**src/rtl/fetch_unit.sv**
```systemverilog
// Instruction-fetch / PC stage: owns the PC, fetches over a req/ack handshake, and holds each instruction for one execute window.
// Optional macro MISALIGN_TRAP_EN: a jump/branch target with bit 1 set halts the stage and raises the sticky misaligned flag.
module fetch_unit #(
    parameter logic [31:0] RESET_PC = 32'h0040_0000
) (
    input  logic        clk,
    input  logic        reset,
    output logic        imem_req,
    output logic [31:0] imem_addr,
    input  logic        imem_ack,
    input  logic [31:0] imem_rdata,
    input  logic        stall,
    input  logic        branch,
    input  logic        pc_update,
    input  logic [31:0] target,
    output logic [31:0] pc,
    output logic [31:0] pc_plus4,
    output logic [31:0] instr,
    output logic [6:0]  opcode,
    output logic [2:0]  funct3,
    output logic [6:0]  funct7,
    output logic        instr_valid,
    output logic        misaligned
);

    localparam logic [1:0] S_IDLE  = 2'd0;
    localparam logic [1:0] S_FETCH = 2'd1;
    localparam logic [1:0] S_EXEC  = 2'd2;
    localparam logic [1:0] S_HALT  = 2'd3;

    localparam logic [31:0] NOP = 32'h0000_0013;

    logic [1:0]  state;
    logic        redirect;
    logic        trap;
    logic [31:0] next_pc;

    assign imem_req    = (state == S_FETCH);
    assign imem_addr   = pc;
    assign instr_valid = (state == S_EXEC);
    assign pc_plus4    = pc + 32'd4;

    assign opcode = instr[6:0];
    assign funct3 = instr[14:12];
    assign funct7 = instr[31:25];

    // Targets are forced word-aligned; clearing bit 0 also covers the JALR rule.
    always_comb begin
        redirect = branch | pc_update;
        next_pc  = redirect ? (target & 32'hFFFF_FFFC) : pc_plus4;
    end

`ifdef MISALIGN_TRAP_EN
    assign trap = redirect & target[1];

    always_ff @(posedge clk or negedge reset) begin
        if (!reset) begin
            misaligned <= 1'b0;
        end else if (state == S_EXEC && !stall && trap) begin
            misaligned <= 1'b1;
        end
    end
`else
    assign trap       = 1'b0;
    assign misaligned = 1'b0;
`endif

    // HALT is only entered through a trap, so it is unreachable when the trap is disabled.
    always_ff @(posedge clk or negedge reset) begin
        if (!reset) begin
            state <= S_IDLE;
            pc    <= RESET_PC;
            instr <= NOP;
        end else begin
            case (state)
                S_IDLE: begin
                    state <= S_FETCH;
                end
                S_FETCH: begin
                    if (imem_ack) begin
                        instr <= imem_rdata;
                        state <= S_EXEC;
                    end
                end
                S_EXEC: begin
                    if (!stall) begin
                        if (trap) begin
                            state <= S_HALT;
                        end else begin
                            pc    <= next_pc;
                            state <= S_FETCH;
                        end
                    end
                end
                S_HALT: begin
                    state <= S_HALT;
                end
                default: begin
                    state <= S_IDLE;
                end
            endcase
        end
    end

endmodule

```
**config.mk**
```make
export PLATFORM = sky130hd
export DESIGN_NAME = fetch_unit
export DESIGN_NICKNAME = d
export VERILOG_FILES = /design/src/rtl/fetch_unit.sv
export SDC_FILE = /design/constraint.sdc
export NUM_CORES = 1
export LEC_CHECK = 0
export ABC_AREA = 1
export BUFFER_PORTS_ARGS = -buffer_cell sky130_fd_sc_hd__buf_2
export CAP_MARGIN = 10
export CORE_AREA = 8 8 131 85
export CTS_CLUSTER_SIZE = 8
export DETAILED_ROUTE_END_ITERATION = 8
export DIE_AREA = 0 0 139 93
export GPL_ROUTABILITY_DRIVEN = 0
export GPL_TIMING_DRIVEN = 0
export PLACE_DENSITY = 0.83
export SYNTH_ARGS = -nofsm -noshare
export SYNTH_HDL_FRONTEND = slang
export SYNTH_SLANG_ARGS = --single-unit
```
**constraint.sdc**
```tcl
create_clock -name clk -period 1.8 [get_ports clk]
set_input_delay 0.18 -clock clk [delete_from_list [all_inputs] [get_ports clk]]
set_output_delay 0.18 -clock clk [all_outputs]
set_load 0.02 [all_outputs]
```
==> flow_summary.yaml <==
sta:
  max-slew-margin-rel: 0.435
  hold_violations: 0
  drv_slew: 0
  tightest_slew_ns: 0.847
  rsz0062_at_grt: "true"
  fmax_mhz: 490
  period_share: 1.13
  setup_tns_ns: -4.30
  fin_crit_ns: 2.04
  setup_violations: 26
  layout_setup_ws_ns: -0.240
  finClkSkew_ns: 0.00680
yosys:
  syn_avg_cell_area_um2: 7.71
  synth_edf_count: 0
  syn-cell-area_mm2: 0.00410
  synth-main-ff-cell: "dfrtp_1"
  synth-seq-cells: 64
  synthesis.instances: 531
  ys_types: 29
  yosysWarnings: 0
  async_flop_share: 1.00
  ys_seq_area_frac: 0.392
routing:
  drtIter0Drc: 297
  drt-total-wl_um: 15300
  antenna_left: 0
  wl_per_cell_um: 16.8
  vias_per_cell: 4.83
  drc: 0
  first_pass_iters: 5
  vias: 4401
place:
  hpwl_um: 11300
  place_area_mm2: 0.00531
  io_buffers: 208
  dp_cells: 865
  dpl_worst_slack_ns: -0.0111
power_and_ir_drop:
  pwr-share-clk: 0.156
  p_sw_frac: 0.470
  vdd_drop_max_mv: 1.35
  power_mw: 12.4
  p_seq_frac: 0.249
  p_int_mw: 6.55
  power_density_mw_per_mm2: 1950
  combPwrFrac: 0.595
  power.switching_mw: 5.82
  cellLeakagePower_nw: 3.32
setup_path:
  worstRegToRegCells: 10
  r2r_slack_ns: 0.10
  critPathArrivalTime_ns: 1.86
  crit_type: "reg -> out"
  path_max_fanout: 5
  required_ns: 1.62
  endpoint_kind: "output pin"
  r2r_start: "imem_addr[3]"
  start_kind: "flip-flop"
  r2r_end: "imem_addr[5]"
finish:
  fin_cells: 912
  n_antenna_cell: 0
  nets: 858
  final_common_cell: "buf_2"
  final_cell_mix: "buf_2 (189), nand2_1 (113), buf_4 (83)"
  final_cell_area_mm2: 0.00634
  drive_above_1_share: 0.569
  area_growth_pct: 54.7
worst_hold_path:
  hold_path_depth: 2
  hp-class: "in -> reg"
  min_to: "instr[20]"
  hold_path.startpoint: "imem_rdata[20]"
global_routing:
  gr-total-overflow: 0
  grt_pass1_wl_um: 23300
  grt_pass1_vias: 4476
  track_usage: 0.227
  antenna_found_initial: 1
  grt_max_degree: 65
floorplanning:
  coreArea_mm2: 0.00932
  die_w_um: 139
  start_util: 0.440
  ios: 218
  fp.dieArea_mm2: 0.0129
  chipHeight_um: 93
  rows: 28
clock_tree:
  clock_latency_ns: 0.34
  cts_tree: "done"
  htreeDepth: 3
  clk_path_buf_depth: 2
  clk_pin_slew_ns: 0.06
  cts-root-buf: "clkbuf_16"
  clkSinkCount: 64
  cts_buffers: 9
run_status:
  outcome: "complete, but fails checks"
  violations: "setup timing"
job:
  timing.max_cap.violations: 0
==> critical path, cell delays in order, from the launching register on <==
cell and delay, ns:
dfrtp_1 0.43, buf_6 0.13, nand2_2 0.09, nor2_8 0.20, nand2_4 0.09, nor2_4 0.20
nand2_1 0.08, nand2_1 0.07, nand2_1 0.07, buf_4 0.16
==> state kept, by name, summed over array words and instances, names as in the netlist <==
register,flops
state,2
imem_addr,30
instr,32
==> per-stage QoR <==
step | utilization | hold WS [ns]
6_report | 0.680 | 0.0640
5_1_grt | 0.680 | 0.0630
4_1_cts | 0.643 | 0.0618
3_5_place_dp | 0.570 | 0.327
3_3_place_gp | 0.570 | 0.412
2_1_floorplan | - | -0.116
==> worst max-delay path by stage <==
stage	start	end	slack (ns)	cells past startpoint
finish	imem_addr[3]	pc_plus4[31]	-0.24	9
global placement	imem_addr[3]	pc_plus4[26]	0.02	8
global route	imem_addr[3]	pc_plus4[23]	-0.30	9
detailed placement	imem_addr[3]	pc_plus4[26]	-0.01	9
floorplan	imem_addr[3]	imem_addr[10]	0.05	7
CTS	imem_addr[3]	pc_plus4[30]	-0.19	9
==> cells by family after synthesis <==
logic type | share of synthesized area
buf+inv | 0.155
flops | 0.392
other cells | 0.000915
fa+ha+maj | 0.00305
mux | 0.0880
compound gates | 0.0574
xor+xnor | 0.0128
simple gates | 0.291
==> what timing repair did <==
| action | 4_1_cts | 5_1_grt |
|---|---|---|
| setup endpoints to repair | 25 | 27 |
| gates resized for setup | 76 | 63 |
| hold buffers | 1 | 0 |
| buffers inserted | 14 | 16 |
| hold endpoints to repair | 60 | 0 |
| pin swaps | 14 | 23 |
==> routing by layer <==
| layer | wire (µm) | up-vias | track usage |
|---|---|---|---|
| met5 | 11 | - | 0 |
| met4 | 256 | 2 | 0.0790 |
| met3 | 1160 | 23 | 0.0702 |
| met2 | 7470 | 174 | 0.381 |
| met1 | 6410 | 2079 | 0.275 |
| li1 | - | 2123 | - |
==> synthesized netlist by cell type (7+ instances only) <==
| cell | count | share of area |
|---|---|---|
| o22ai_1 | 7 | 0.011 |
| mux2_2 | 32 | 0.088 |
| nand2_2 | 9 | 0.014 |
| inv_1 | 40 | 0.037 |
| buf_2 | 9 | 0.011 |
| dfrtp_1 | 60 | 0.37 |
| o21ai_0 | 20 | 0.024 |
| nor2_1 | 72 | 0.066 |
| o21ai_1 | 13 | 0.016 |
| nand2_1 | 143 | 0.13 |
| nand3_1 | 25 | 0.031 |
| nor2_2 | 7 | 0.011 |
| buf_4 | 54 | 0.099 |
==> power by group through the flow <==
stage | logic, mW | registers, mW | clock network [mW]
global route | 7.84 | 3.18 | 2.00
CTS | 6.98 | 3.00 | 1.94
floorplan | 3.48 | 3.66 | 0
detailed placement | 6.41 | 3.04 | 0
global placement | 6.30 | 3.00 | 0
finish | 7.36 | 3.08 | 1.93
==> area by class of cell <==
class / count / area (µm²)
flip-flops and latches: 64 / 1630
clock buffers: 9 / 225
repair buffers: 239 / 1460
plain buffers: 68 / 469
multi-input cells: 361 / 2130
clock inverters: 7 / 103
inverters: 44 / 165
fillers: 757 / 2980
well taps: 120 / 150
Power figures use the tool's default switching activity.
